## src/rtl/see_tmr_pipe.sv

```systemverilog
// Triple-modular-redundant pipeline with per-stage majority voting, fault injection
// and sticky/counted upset reporting for single-event-effect analysis.
module see_tmr_pipe #(
   parameter int unsigned WIDTH  = 9,
   parameter int unsigned STAGES = 3,
   parameter int unsigned CNT_W  = 16
) (
   input  logic              clk,
   input  logic              rst_n,
   input  logic              in_valid,
   input  logic [WIDTH-1:0]  in_data,
   input  logic              inj_en,
   input  logic [3:0]        inj_stage,
   input  logic [2:0]        inj_copy,
   input  logic [WIDTH-1:0]  inj_mask,
   input  logic              clr,
   output logic              out_valid,
   output logic [WIDTH-1:0]  out_data,
   output logic              err_pulse,
   output logic              multi_err,
   output logic [STAGES-1:0] err_map,
   output logic [CNT_W-1:0]  err_cnt
);

   logic [WIDTH-1:0]  copy_q   [STAGES][3];
   logic [WIDTH-1:0]  copy_d   [STAGES][3];
   // Un-injected load of each stage; lets deviation be counted even when two
   // corrupted copies out-vote the true value.
   logic [WIDTH-1:0]  gold_q   [STAGES];
   logic [WIDTH-1:0]  load_val [STAGES];
   logic [WIDTH-1:0]  vote     [STAGES];
   logic [STAGES-1:0] valid_q;
   logic [STAGES-1:0] mm;
   logic [STAGES-1:0] dev2;
   logic              any_mm;
   logic              any_dev2;

   logic              err_pulse_q;
   logic              multi_err_q;
   logic [STAGES-1:0] err_map_q;
   logic [CNT_W-1:0]  err_cnt_q;

   always_comb begin
      for (int k = 0; k < int'(STAGES); k++) begin
         vote[k] = (copy_q[k][0] & copy_q[k][1]) | (copy_q[k][0] & copy_q[k][2]) |
                   (copy_q[k][1] & copy_q[k][2]);
      end
   end

   always_comb begin
      load_val[0] = in_data;
      for (int k = 1; k < int'(STAGES); k++) begin
         load_val[k] = vote[k-1];
      end
   end

   always_comb begin
      for (int k = 0; k < int'(STAGES); k++) begin
         for (int c = 0; c < 3; c++) begin
            copy_d[k][c] = load_val[k];
            if (inj_en && (inj_stage == 4'(k)) && inj_copy[c]) begin
               copy_d[k][c] = load_val[k] ^ inj_mask;
            end
         end
      end
   end

   always_comb begin
      for (int k = 0; k < int'(STAGES); k++) begin
         mm[k]   = (copy_q[k][0] != copy_q[k][1]) || (copy_q[k][1] != copy_q[k][2]);
         // Two or more copies away from the true value, while still disagreeing.
         dev2[k] = mm[k] &&
                   (((copy_q[k][0] != gold_q[k]) && (copy_q[k][1] != gold_q[k])) ||
                    ((copy_q[k][0] != gold_q[k]) && (copy_q[k][2] != gold_q[k])) ||
                    ((copy_q[k][1] != gold_q[k]) && (copy_q[k][2] != gold_q[k])));
      end
      any_mm   = |mm;
      any_dev2 = |dev2;
   end

   always_ff @(posedge clk or negedge rst_n) begin
      if (!rst_n) begin
         for (int k = 0; k < int'(STAGES); k++) begin
            for (int c = 0; c < 3; c++) begin
               copy_q[k][c] <= '0;
            end
            gold_q[k] <= '0;
         end
         valid_q <= '0;
      end else begin
         for (int k = 0; k < int'(STAGES); k++) begin
            for (int c = 0; c < 3; c++) begin
               copy_q[k][c] <= copy_d[k][c];
            end
            gold_q[k] <= load_val[k];
         end
         valid_q[0] <= in_valid;
         for (int k = 1; k < int'(STAGES); k++) begin
            valid_q[k] <= valid_q[k-1];
         end
      end
   end

   always_ff @(posedge clk or negedge rst_n) begin
      if (!rst_n) begin
         err_pulse_q <= 1'b0;
         multi_err_q <= 1'b0;
         err_map_q   <= '0;
         err_cnt_q   <= '0;
      end else begin
         err_pulse_q <= any_mm;
         if (clr) begin
            multi_err_q <= 1'b0;
            err_map_q   <= '0;
            err_cnt_q   <= '0;
         end else begin
            multi_err_q <= multi_err_q | any_dev2;
            err_map_q   <= err_map_q | mm;
            if (any_mm && !(&err_cnt_q)) begin
               err_cnt_q <= err_cnt_q + CNT_W'(1);
            end
         end
      end
   end

   assign out_valid = valid_q[STAGES-1];
   assign out_data  = vote[STAGES-1];
   assign err_pulse = err_pulse_q;
   assign multi_err = multi_err_q;
   assign err_map   = err_map_q;
   assign err_cnt   = err_cnt_q;

endmodule
```

## config.mk

```make
export PLATFORM = sky130hd
export DESIGN_NAME = see_tmr_pipe
export DESIGN_NICKNAME = d
export VERILOG_FILES = /design/src/rtl/see_tmr_pipe.sv
export SDC_FILE = /design/constraint.sdc
export NUM_CORES = 1
export LEC_CHECK = 0
export ABC_CLOCK_PERIOD_IN_PS = 3200
export BUFFER_PORTS_ARGS = -buffer_cell sky130_fd_sc_hd__buf_4
export CAP_MARGIN = 20
export CORE_MARGIN = 1
export CORE_UTILIZATION = 60
export DETAILED_ROUTE_END_ITERATION = 10
export GPL_ROUTABILITY_DRIVEN = 1
export PLACE_DENSITY_LB_ADDON = 0.15
export RECOVER_POWER = 25
export SYNTH_ARGS = -nofsm -noshare
export SYNTH_HDL_FRONTEND = slang
export SYNTH_SLANG_ARGS = --single-unit
```

## constraint.sdc

```tcl
create_clock -name clk -period 3.2 [get_ports clk]
set_clock_uncertainty 0.2 [all_clocks]
set_input_delay 0.16 -clock clk [delete_from_list [all_inputs] [get_ports clk]]
set_output_delay 0.16 -clock clk [all_outputs]
set_load 0.01 [all_outputs]
```

Word-level counts from Yosys, hierarchy flattened
Index checks and enable logic that the tools add are counted.
{"block": "op_classes", "add_sub_neg": 1, "n_eq_ne": 17, "n_mux": 13, "bitwise_logic": 20, "n_reduce_logical": 40}
{"operator": "!= test 9 bit", "n": 15}
{"operator": "bitwise AND 9 bit", "n": 9}
{"operator": "2-to-1 mux 9 bit", "n": 9}
{"operator": "OR 9 bit", "n": 6}
{"operator": "2-to-1 mux 16 bit", "n": 2}
{"operator": "bitwise XOR 9 bit", "n": 3}
{"operator": "logical AND 1 bit", "n": 25}
{"operator": "adder 16 x 1 -> 16 bit, second input constant", "n": 1}
{"operator": "AND reduction 16 bit", "n": 1}
{"operator": "logical OR 1 bit", "n": 9}
{"operator": "OR reduction 3 bit", "n": 2}
{"operator": "== test 4 x 1 -> 1 bit, second input constant", "n": 1}
{"operator": "== test 4 x 2 -> 1 bit, second input constant", "n": 1}
{"operator": "zero test 4 bit", "n": 1}
{"operator": "2-to-1 mux 3 bit", "n": 1}
{"operator": "OR 3 bit", "n": 1}
{"operator": "nonzero test 2 bit", "n": 1}
{"operator": "zero test 1 bit", "n": 1}
{"operator": "2-to-1 mux 1 bit", "n": 1}
{"operator": "OR 1 bit", "n": 1}
{"block": "totals", "reg_bits": 132, "input_bits": 30, "output_inout_bits": 31}

Depth between registers and ports, before layout
Gate-level depths: netlist of the first run.
{"block": "logic_depth", "ltp_word": 8, "ltp_mapped": 9}

Worst setup path before layout of the first run
No wires, ideal clock.
{"block": "synth_path", "kind": "flip-flop to flip-flop", "from": "register copy_q[32] (netlist bit)", "to": "register err_cnt_q[15] (netlist: err_cnt[15])", "setup_ns": 0.125, "arrival_time_ns": 2.372, "required_ns": 2.875, "setup_slack_ns": 0.503, "path_stages_with_launch": 8, "n_path_buf": 1, "synth_period_minus_slack_ns": 2.697, "cell_sequence": "dfrtp_1 -> ha_1 -> or4_4 -> or3_4 -> nor3_4 -> buf_6 -> nor4_2 -> mux2_4"}
{"block": "synth_via", "elab_chain_cells": 5}
{"element": "start: declaration", "line": "25", "text": "logic [WIDTH-1:0] copy_q [STAGES][3];"}
{"element": "start signal: indexed assignment", "line": "93", "text": "copy_q[k][c] <= copy_d[k][c];"}
{"element": "!= test 9 bit", "line": "70", "text": "mm[k] = (copy_q[k][0] != copy_q[k][1]) || (copy_q[k][1] != copy_q[k][2]);"}
{"element": "logical OR 1 bit", "line": "70"}
{"element": "OR reduction 3 bit", "line": "77", "text": "any_mm = |mm;"}
{"element": "logical AND 1 bit", "line": "119", "text": "if (any_mm && !(&err_cnt_q)) begin"}
{"element": "nonzero test 2 bit (no source line)"}
{"element": "end signal: assignment", "line": "120", "text": "err_cnt_q <= err_cnt_q + CNT_W'(1);"}
{"element": "end: declaration", "line": "41", "text": "logic [CNT_W-1:0] err_cnt_q;"}
Every way passes these cells.
A chain may end at the register's enable or synchronous reset.

Final worst setup path of the first run
{"block": "layout_path", "from": "register copy_q[5] (netlist bit)", "to": "register err_cnt_q[9] (netlist: err_cnt[9])"}
Same word-level chain as after synthesis.

==> flow_summary.toml, run 1 <==
[status]
status = "complete, no violations"

[synth]
synthAdderAreaFrac = 0.100
synth_ff_type = "dfrtp_1"
synth_edf_count = 0
avgSynthCellArea_sq_um = 10.9
synth_compound_area_frac = 0.0566
synthMuxAreaShare = 0.00902
syn-num-nets = 737
yosys.area.top_type = "dfrtp_1"
synth_top_family_by_area = "XOR/XNOR gates"
synthTopCellsByArea = "dfrtp_1 47%, xnor2_1 14%, ha_1 9.7%, xor2_1 6.3%, nand2_1 5.1%"
yosys_warnings = 0
synth-xor-area-share = 0.201
synthCells = 652
synth-simple-area-share = 0.142
synth-seq-cells = 132
yosysSeqAreaShare = 0.467
synth_cell_types = 40
yosysTopAreaCellShare = 0.467
synthesis.area_sq_um = 7080
synthArstFlopShare = 1.00

[die]
rows = 39
start_util = 0.617
die_area_sq_um = 12200
core-area_sq_um = 11500
die_y_microns = 111
pin_count = 61
die_w_microns = 111

[power_and_ir_drop]
p_leak_nw = 3.45
p_total_mw = 4.66
vdd_drop_max_uv = 410
p_per_area_nw_per_um2 = 551

[worst_setup_path]
crit_path_end_kind = "flip-flop"
startpoint_type = "flip-flop"
timing.rr.start = "copy_q[5]"
crit_required_ps = 3280
reg2reg_depth = 6
crit_fanout = 7
rr_endpoint = "err_cnt[9]"
critical_path_arrival_ps = 2940
crit_type = "reg2reg"
r2r_slack_ps = 340

[global_route]
antenna_found_initial = 0
globalRouteOverflowTotal = 0
track_usage = 0.289
grt_first_pass_wirelength_microns = 26900
grt_max_degree = 60
first_global_vias = 5373

[sta]
drv_slew = 0
finalCritPeriodShare = 0.894
relSlewSlack = 0.0223
holdWs_ps = 94.9
setup_viol = 0
tns_ps = 0
rsz0062_at_grt = "false"
min_period_ps = 2860
fmax_mhz = 350
hold_violations = 0
tightest_slew_ps = 1470

[cts]
insertion_delay_ps = 410
cts_buffers = 17
cts_max_path_buffers = 2
cts-root-buf = "clkbuf_16"
cts_tree = "done"
ctsHtreeMaxLevel = 4
clock_sinks = 132
clk_pin_slew_ps = 50

[min_path]
whs_path_depth = 5
holdPathEnd = "copy_q[78]"
hold_class = "in2reg"
hold_start = "inj_stage[1]"

[detailed_routing]
drc_errors = 0
dr.first_iter.drc_count = 371
vias_per_cell = 5.70
via_count = 5129
wl_microns = 16000
drt_pass1_iterations = 7
wl_per_cell_microns = 17.8
ant_nets = 0

[final_layout]
nets = 829
drive_above_1_share = 0.129
area_growth_pct = 19.5
diodes = 0
final_core_util = 0.737
fillers = 800

[placement]
hpwl_microns = 11800
gp_congestion = 0.875
io_buffers = 60

[job]
cap_violations = 0
[state kept, by name (all words and copies together), names as in the netlist]
name and cells:
copy_q 81, gold_q 27, err_cnt 16, err_map 3, valid_q 3, err_pulse 1
multi_err 1
[cell type report]
| class | instances | area [sq um] | area share |
|---|---|---|---|
| clock buffer | 30 | 554 | 0.0656 |
| clock inverter | 2 | 35.0 | 0.00414 |
| inverter | 28 | 105 | 0.0124 |
| multi-input combinational | 476 | 3600 | 0.425 |
| sequential | 132 | 3300 | 0.391 |
| tap | 143 | 179 | 0.0212 |
| timing repair buffer | 89 | 682 | 0.0806 |
[stage by stage]
stage               cells  instance area [sq um]  worst slack [ps]
global placement      847                   7710               430
detailed placement    847                   7710               369
CTS                   900                   8510               353
finish                900                   8460               340
floorplan             652                   7080               503
global route          900                   8460               272
[cells by family (layout without fill, tap and decap cells)]
logic type / count (synthesis) / count (layout)
compound gates: 57 / 57
buf+inv: 44 / 149
mux: 5 / 5
xor+xnor: 162 / 162
simple gates: 195 / 195
flops: 132 / 132
fa+ha+maj: 57 / 57
[worst max-delay path, cell delays in order, from the launching register on]
cell,delay [ps]
dfrtp_1,410
ha_1,300
or4_1,540
or3_1,520
nor3_4,320
nor4b_1,120
mux2_1,330
[synthesized netlist by cell type (3+ instances only)]
library cell,number
buf_1,9
nor2_1,17
xnor2_1,111
nor4_1,17
or4_1,9
xor2_1,51
nor3_1,12
nand2_1,96
nand4_1,10
a21oi_1,16
nor4b_1,3
o31ai_1,9
nor2b_1,5
a211oi_1,19
nor4_2,5
inv_1,28
mux2_1,3
clkbuf_1,4
nand3_1,4
and3_1,3
a211o_1,9
ha_1,55
dfrtp_1,132
[layer usage]
metal,global-route usage,vias up,share of wire
met5,0,-,0
met4,0.133,0,0.025
met3,0.0675,31,0.065
met2,0.479,150,0.51
met1,0.359,2535,0.40
li1,-,2413,-
[cells in the final DEF (no fill, tap or decap), types with 3 or more instances in the layout]
master,n
dfrtp_1,132
xnor2_1,111
nand2_1,96
ha_1,55
buf_4,52
xor2_1,51
inv_1,28
dlygate4sd3_1,21
a211oi_1,19
clkbuf_1,18
nor2_1,17
nor4_1,17
clkbuf_16,17
a21oi_1,16
nor3_1,12
nand4_1,10
or4_1,9
a211o_1,9
o31ai_1,9
clkbuf_8,8
nor4_2,5
nor2b_1,5
nand3_1,4
and3_1,3
nor4b_1,3
mux2_1,3
[where the power goes]
part / leakage, nW / total (mW) / switching (mW) / internal (mW)
registers: 1.52 / 1.99 / 0.171 / 1.82
logic: 1.65 / 0.774 / 0.399 / 0.375
clock network: 0.291 / 1.89 / 0.654 / 1.23
total: 3.45 / 4.66 / 1.22 / 3.43
[repair_timing]
action | CTS | global route
resized for setup | 0 | 0
setup endpoints to repair | 0 | 0
hold endpoints to repair | 163 | 0
hold buffers | 21 | 0
setup buffers | 0 | 0
[worst max path at each step]
stage | startpoint | endpoint | slack (ps) | cells past startpoint
5_1_grt | copy_q[59] | err_cnt[9] | 270 | 6
3_5_place_dp | copy_q[5] | err_cnt[13] | 370 | 6
6_report | copy_q[5] | err_cnt[9] | 340 | 6
3_3_place_gp | copy_q[5] | err_cnt[7] | 430 | 6
2_1_floorplan | copy_q[32] | err_cnt[15] | 500 | 7
4_1_cts | copy_q[5] | err_cnt[13] | 350 | 6
Note: power is estimated with default switching activity, not from simulation.
==> run 2, diff against run 1 <==
ABC_CLOCK_PERIOD_IN_PS = 3500   (was 3200)
CORE_UTILIZATION = 65   (was 60)
clock period = 3.5 ns   (was 3.2 ns; I/O delays follow)
==> flow_summary.toml, run 2 (synthesized netlist as in run 1, its figures left out) <==
[status]
status = "complete, no violations"

[detailed_routing]
vias_per_cell = 5.81
dr.first_iter.drc_count = 337
wl_per_cell_microns = 18.6
drc_errors = 0
drt_pass1_iterations = 4
wl_microns = 16700
ant_nets = 0
via_count = 5214

[cts]
cts_setup_buffers = 0
clk_pin_slew_ps = 60
cts_tree = "done"
insertion_delay_ps = 520
cts_buffers = 17
clock_sinks = 132
cts-root-buf = "clkbuf_8"
ctsHtreeMaxLevel = 4
cts_max_path_buffers = 2

[final_layout]
drive_above_1_share = 0.135
top_register = "copy_q"
area_growth_pct = 20.6
layout_commonest_cell = "dfrtp_1"
layout_common_cells = "132 x dfrtp_1, 111 x xnor2_1, 96 x nand2_1"
fin_cells = 898
diodes = 0
nets = 834
largest_reg_flops = 81
final_core_util = 0.819

[worst_setup_path]
crit_path_end_kind = "flip-flop"
r2r_slack_ps = 440
crit_slowest_cell = "or4_1"
cp_slowest_stage_delay_ps = 540
cp_top_family = "simple AND/OR/NAND/NOR gates"
startpoint_type = "flip-flop"
cp_num_buf_inv = 0
crit_chain = "ha_1 -> or4_1 -> or3_1 -> nor3_4 -> nor4b_1 -> mux2_1"
crit_type = "reg2reg"
critical_path_arrival_ps = 3260
crit_fanout = 15
crit_required_ps = 3700

[placement]
hpwl_microns = 11600
gp_congestion = 0.942
io_buffers = 60
dpl.cell_count = 838

[sta]
hold_violations = 0
fmax_mhz = 327
rsz0062_at_grt = "false"
holdWs_ps = 90.6
min_period_ps = 3060
tns_ps = 0
finalCritPeriodShare = 0.875
relSlewSlack = 0.0992
tightest_slew_ps = 1350
drv_slew = 0
setup_viol = 0

[power_and_ir_drop]
p_leak_nw = 3.47
p_per_area_nw_per_um2 = 514
vdd_drop_max_uv = 342

[global_route]
gr-usage-met1 = 0.378
track_usage = 0.318
grt_max_degree = 57
grt_first_pass_wirelength_microns = 26900
antenna_found_initial = 0
globalRouteOverflowTotal = 0
use_met2 = 0.546
grt_util_met3 = 0.0674
first_global_vias = 5494
busiest_layer = "met2"

[die]
core-area_sq_um = 10400
die_w_microns = 106
pin_count = 61
die_y_microns = 106
die_area_sq_um = 11300
start_util = 0.679
rows = 37

[job]
cap_violations = 0

[min_path]
hold_class = "in2reg"
## run 2: changes by cell type in the layout (fill, tap and decap cells not counted), sizes merged
cell         change
clkbuf          -13
dlygate4sd3      +7
clkinvlp         +5
bufinv           +3
clkinv           +3
## run 2: worst paths after layout
kind                        startpoint         end  cells past startpoint
min                        inj_copy[0]  copy_q[22]                      5
min reg2reg                 valid_q[1]  valid_q[2]                      0
max                          copy_q[5]  err_cnt[7]                      6
max reg2reg                  copy_q[5]  err_cnt[7]                      6
max in group asynchronous        rst_n  copy_q[42]                      3
min in group asynchronous        rst_n   err_pulse                      2
## run 2: per-layer routing
metal  wire length [microns]  vias up
met1                    6870     2571
met5                       0        -
met4                     662        0
li1                        -     2419
met2                    8450      171
met3                     720       53
## run 2: report_power, final
group	leakage, nW	switching [mW]	internal [mW]	total [mW]
Clock	0.292	0.652	1.19	1.84
Combinational	1.66	0.376	0.346	0.722
Sequential	1.52	0.159	1.67	1.82
## run 2: metrics by stage
stage | cell area, sq um | power, mW | setup WS (ps)
after floorplan | 7080 | 2.26 | 803
after global placement | 7670 | 2.50 | 548
after detailed placement | 7670 | 2.54 | 472
after CTS | 8570 | 4.41 | 431
after global routing | 8530 | 4.57 | 305
final | 8530 | 4.39 | 439
## run 2: repair_timing
item	CTS	global route
hold endpoints to repair	165	0
gates resized for setup	0	0
hold buffers	28	0
## run 2: tightest hold or removal path, stage by stage
cell and delay [ps]:
buf_4 110, inv_1 120, nor2_1 190, nand2_1 130
xnor2_1 60
## run 2: final cells by class
class,instances,area (sq um)
clock inverter,13,181
fill,598,1890
clock buffer,19,442
sequential,132,3300
inverter,28,105
multi-input combinational,476,3600
timing repair buffer,94,732
tap,136,170
